===== config.mk =====
export PLATFORM = sky130hd
export DESIGN_NAME = pass_entry
export DESIGN_NICKNAME = d
export VERILOG_FILES = /design/src/rtl/pass_entry.sv
export SDC_FILE = /design/constraint.sdc
export NUM_CORES = 1
export LEC_CHECK = 0
export CAP_MARGIN = 20
export CORE_UTILIZATION = 55
export CTS_BUF_LIST = sky130_fd_sc_hd__clkbuf_2
export DETAILED_ROUTE_END_ITERATION = 8
export GPL_ROUTABILITY_DRIVEN = 0
export GPL_TIMING_DRIVEN = 0
export HOLD_SLACK_MARGIN = 0.03
export PLACE_DENSITY = 0.77
export SLEW_MARGIN = 10
export SYNTH_ARGS = -nofsm -noshare
export SYNTH_HDL_FRONTEND = slang
export SYNTH_SLANG_ARGS = --single-unit
export TNS_END_PERCENT = 1

===== constraint.sdc =====
create_clock -name clk -period 2.4 [get_ports clk]
set_input_delay 0.48 -clock clk [delete_from_list [all_inputs] [get_ports clk]]
set_output_delay 0.48 -clock clk [all_outputs]
set_load 0.02 [all_outputs]

===== src/rtl/pass_entry.sv =====
// rtl/pass_entry.sv - serial 8-bit pass code entry: tick-paced bit capture, then compare against latched code
// Outputs are registered from the next-state decode so they change on the same edge as the FSM.
module pass_entry #(
  parameter int unsigned TICK_DIV = 50000000
) (
  input  logic       clk,
  input  logic       reset,
  input  logic       start,
  input  logic       in,
  input  logic [7:0] code,
  output logic [7:0] LED,
  output logic       busy,
  output logic       pass,
  output logic       fail
);

  typedef enum logic [2:0] {
    S_IDLE,
    S_SHIFT,
    S_CHECK,
    S_PASS,
    S_FAIL
  } state_t;

  localparam logic [25:0] TICK_LAST = 26'(TICK_DIV - 1);

  state_t      state;
  state_t      state_next;
  logic [25:0] tick_cnt;
  logic [3:0]  bit_cnt;
  logic [7:0]  code_q;
  logic        tick_hit;

  assign tick_hit = (state == S_SHIFT) && (tick_cnt == TICK_LAST);

  always_ff @(posedge clk) begin
    if (reset) begin
      state <= S_IDLE;
    end else begin
      state <= state_next;
    end
  end

  // A start request wins over whatever the FSM was doing, including CHECK.
  always_comb begin
    state_next = state;
    case (state)
      S_IDLE:  state_next = S_IDLE;
      S_SHIFT: if (tick_hit && bit_cnt == 4'd7) state_next = S_CHECK;
      S_CHECK: state_next = (LED == code_q) ? S_PASS : S_FAIL;
      S_PASS:  state_next = S_PASS;
      S_FAIL:  state_next = S_FAIL;
      default: state_next = S_IDLE;
    endcase
    if (start) state_next = S_SHIFT;
  end

  always_ff @(posedge clk) begin
    if (reset) begin
      LED      <= 8'h00;
      tick_cnt <= '0;
      bit_cnt  <= '0;
      code_q   <= 8'h00;
    end else if (start) begin
      LED      <= 8'h00;
      tick_cnt <= '0;
      bit_cnt  <= '0;
      code_q   <= code;
    end else if (state == S_SHIFT) begin
      if (tick_hit) begin
        tick_cnt <= '0;
        LED      <= {LED[6:0], in};
        bit_cnt  <= bit_cnt + 4'd1;
      end else begin
        tick_cnt <= tick_cnt + 26'd1;
      end
    end
  end

  always_ff @(posedge clk) begin
    if (reset) begin
      busy <= 1'b0;
      pass <= 1'b0;
      fail <= 1'b0;
    end else begin
      busy <= (state_next == S_SHIFT) || (state_next == S_CHECK);
      pass <= (state_next == S_PASS);
      fail <= (state_next == S_FAIL);
    end
  end

endmodule


==> impl_summary.log <==
[metrics] type of element capturing the critical path: register
[metrics] transition time of the tightest slew-check pin: 0.618 ns
[metrics] library cells used by synthesis: 38
[metrics] crit path time final: 2.08 ns
[metrics] setup slack on the worst flop-to-flop path: 0.32 ns
[metrics] maximum buffer depth of the clock tree: 2
[metrics] hold wc startpoint: tick_cnt[1]$_SDFFE_PP0P_
[metrics] max capacitance violation total: 0
[metrics] mean number of vias per cell: 5.46
[metrics] Worst Reg-to-Reg Cells: 7
[metrics] R2R Path Start: tick_cnt[0]$_SDFFE_PP0P_
[metrics] worst setup skew after layout: 0.0246 ns
[metrics] arrival time reported for the critical path endpoint: 2.42 ns
[metrics] count of H-tree levels built during CTS: 2
[metrics] post-detailed-placement half-perimeter wirelength: 3.08 mm
[metrics] antenna violations before repair: 0
[metrics] required time of the critical path: 2.74 ns
[metrics] Yosys top cell area share: 45.1%
[metrics] FF+latch count, synth: 52
[metrics] Hold WC Path Type: reg -> reg
[metrics] number of sinks on the clock net: 52
[metrics] DRT Pass-1 Iters: 4
[metrics] cell family contributing the most delay on the critical path: simple AND/OR/NAND/NOR gates
[metrics] Syn Nets: 258
[metrics] sequential share of the synthesized area: 45.1%
[metrics] TritonCTS clock tree: built
[metrics] Async SR Flop Fraction: 0%
[metrics] Initial DRC Count: 77
[metrics] total number of vias: 1763
[metrics] boundary pin count: 23
[metrics] combined buffer and inverter count along the critical path: 1
[metrics] GR Overflow Total: 0
[metrics] max-slew violation count: 0
[metrics] number of global-route vias before repair: 1603
[metrics] Lkg Pwr: 0.880 nW
[metrics] width of the chip: 66.8 um
[metrics] hold bufs inserted after CTS: 0
[metrics] die area: 0.00446 sq mm
[metrics] dominant cell type by area after synthesis: dfxtp_1
[metrics] Post-Synthesis Cell Area: 0.00231 sq mm
[metrics] post-detailed-route DRC marker count: 0
[metrics] cell type of the slowest stage on the worst timing path: dfxtp_1
[metrics] number of nets in the final layout: 286
[metrics] Placement Rows: 23
[metrics] overall fraction of global-route tracks in use: 20.7%
[metrics] yosys warns: 0
[metrics] unrepaired setup endpoints after global routing: no
[metrics] WL/cell: 13.1 um
[metrics] most used flip-flop cell after synthesis: dfxtp_1
[metrics] total routed wirelength: 4.22 mm
[metrics] worst-case vdd ir drop: 0.000472 V
[metrics] final setup fails: 0
[metrics] end-of-flow core utilization: 66.2%
[metrics] count of flip-flops with a built-in enable after synthesis: 0
[metrics] Filler Cell Count: 323
[metrics] Buffers on Ports: 21
[metrics] run status: finished clean
[metrics] post-synthesis cell count: 244
[metrics] total of cells resized after clock tree synthesis: 0
[metrics] count of placed standard cells in the final layout, fillers left out: 323
[metrics] Hold Crit Endpoint: tick_cnt[1]$_SDFFE_PP0P_
[metrics] number of buffers inserted to repair setup after CTS: 0
[metrics] number of buffers created by CTS: 5
[metrics] hold path depth: 2
[metrics] effective utilization at floorplan: 57.7%
[metrics] most area-consuming cells after synthesis: dfxtp_1 (45%), nor2_1 (8.1%), xnor2_1 (7.6%), mux2i_1 (7.4%), xor2_1 (5.7%)
[metrics] average footprint of a synthesized cell: 9.46 sq um
[metrics] number of antenna cells inserted: 0
[metrics] series of cell instances along the critical path: ha_1 -> nand4bb_4 -> or2_1 -> nor3_4 -> buf_6 -> mux2i_1 -> nor2_1
[metrics] synth-to-layout area growth: 14.8%
[metrics] global-route wire length before repair: 6.95 mm
[metrics] Core ar.: 0.00400 sq mm
[metrics] clock latency reported for the late side of the worst-skew pair: 0.44 ns
[metrics] startpoint types: register
[metrics] worst max-slew margin expressed relative to the limit: 58.4%
[metrics] setup TNS: 0 ns
[metrics] final number of hold-violating endpoints: 0
[metrics] Max Freq: 481 MHz
[metrics] CP Max Fanout: 10
[metrics] clock slew at the register clock pins of the worst setup and hold paths: 0.25 ns
[metrics] number of nets still failing antenna checks after routing: 0
[metrics] worst flop-to-flop path endpoint: bit_cnt[1]$_SDFFE_PP0P_
[metrics] Period Utilization, post-route: 86.7%
[metrics] Worst Hold Slack: 0.490 ns
[metrics] classification of the worst setup path: reg -> reg
[metrics] Largest stage delay, worst path: 0.43 ns
[metrics] number of placed instances with taps included: 315
[metrics] DIE HEIGHT: 66.8 um
[metrics] clk root buf: clkbuf_2
[metrics] maximum number of pins on one net before global-route repair: 17
[metrics] share of final-layout standard cells stronger than drive strength 1: 6.96%
[metrics] PwrDens: 537 mW/mm^2
[cell families (layout without fill, tap and decap cells)]
family	count (synthesis)	count (layout)	synth area share (%)
simple gates	118	118	27.9
flops	52	52	45.1
xor+xnor	35	35	13.3
mux	17	17	7.38
compound gates	12	12	3.31
buf+inv	8	37	1.95
fa+ha+maj	2	2	1.08
[worst max path at each step]
stage                     depth (start not counted)  slack [ns]                 endpoint                      from
after floorplan                                   7        0.58      LED[1]$_SDFFE_PP0P_  tick_cnt[0]$_SDFFE_PP0P_
after detailed placement                          7        0.34  bit_cnt[1]$_SDFFE_PP0P_  tick_cnt[0]$_SDFFE_PP0P_
after global routing                              7        0.14      LED[4]$_SDFFE_PP0P_  tick_cnt[0]$_SDFFE_PP0P_
after global placement                            7        0.39  bit_cnt[1]$_SDFFE_PP0P_  tick_cnt[0]$_SDFFE_PP0P_
final                                             7        0.32  bit_cnt[1]$_SDFFE_PP0P_  tick_cnt[0]$_SDFFE_PP0P_
after CTS                                         7        0.29  bit_cnt[1]$_SDFFE_PP0P_  tick_cnt[0]$_SDFFE_PP0P_
[synthesized netlist by cell type, drive strengths merged (2+ instances only)]
cell	n
nor2	50
xor2	15
nor4b	2
a21oi	4
o21ai	2
buf	3
nor4	6
nand2	13
and4	3
nand4	10
a211oi	3
dfxtp	52
nand3b	2
nand4b	2
and3	3
xnor2	20
nand3	11
nand2b	2
or2	3
nor3b	2
mux2i	17
nor3	4
ha	2
clkbuf	4
[area by class of cell]
class                   instances  area (sq um)  share of cell area, %
clock inverters                 3          42.5                   1.61
well taps                      50          62.6                   2.36
flip-flops and latches         52          1040                   39.3
plain buffers                   7          41.3                   1.56
repair buffers                 21           210                   7.94
inverters                       1          3.75                  0.142
clock buffers                   5          25.0                  0.945
multi-input cells             184          1220                   46.1
[metal layers]
layer / global-route usage (%) / part of all wire [%] / vias to the layer above
met5: 0 / 0 / -
met4: 5.59 / 1.1 / 0
met3: 5.31 / 3.0 / 5
met2: 35.5 / 47 / 24
met1: 25.4 / 49 / 838
li1: - / - / 896
[registers in the layout (all words and copies together), names as in the netlist]
register / cells
bit_cnt: 4
LED: 8
busy: 1
code_q: 8
pass: 1
state: 3
fail: 1
tick_cnt: 26
[report_power, final]
| group | internal, mW | switching [mW] | total [mW] |
|---|---|---|---|
| clock network | 0.174 | 0.281 | 0.455 |
| logic | 0.0411 | 0.0379 | 0.0790 |
| registers | 0.878 | 0.00936 | 0.887 |
| total | 1.09 | 0.328 | 1.42 |
[cell usage in the layout, fill, tap and decap left out, types with 5 or more instances in the layout]
cell	n
clkbuf_2	5
clkdlybuf4s50_1	21
dfxtp_1	52
mux2i_1	17
nand2_1	13
nand3_1	11
nand4_1	10
nor2_1	50
xnor2_1	20
xor2_1	15
[stage by stage]
step | cell area (sq um) | total power, mW | worst slack (ns)
5_1_grt | 2650 | 1.47 | 0.143
2_1_floorplan | 2310 | 0.951 | 0.579
3_3_place_gp | 2580 | 0.981 | 0.388
6_report | 2650 | 1.42 | 0.319
4_1_cts | 2650 | 1.43 | 0.293
3_5_place_dp | 2580 | 0.982 | 0.344
[tightest hold or removal path, delay by kind of cell, from the launching register on]
family          cells  cell delay (ns)
flops               1             0.38
simple gates        1             0.06
compound gates      1             0.05
(Power assumes the default switching activity.)
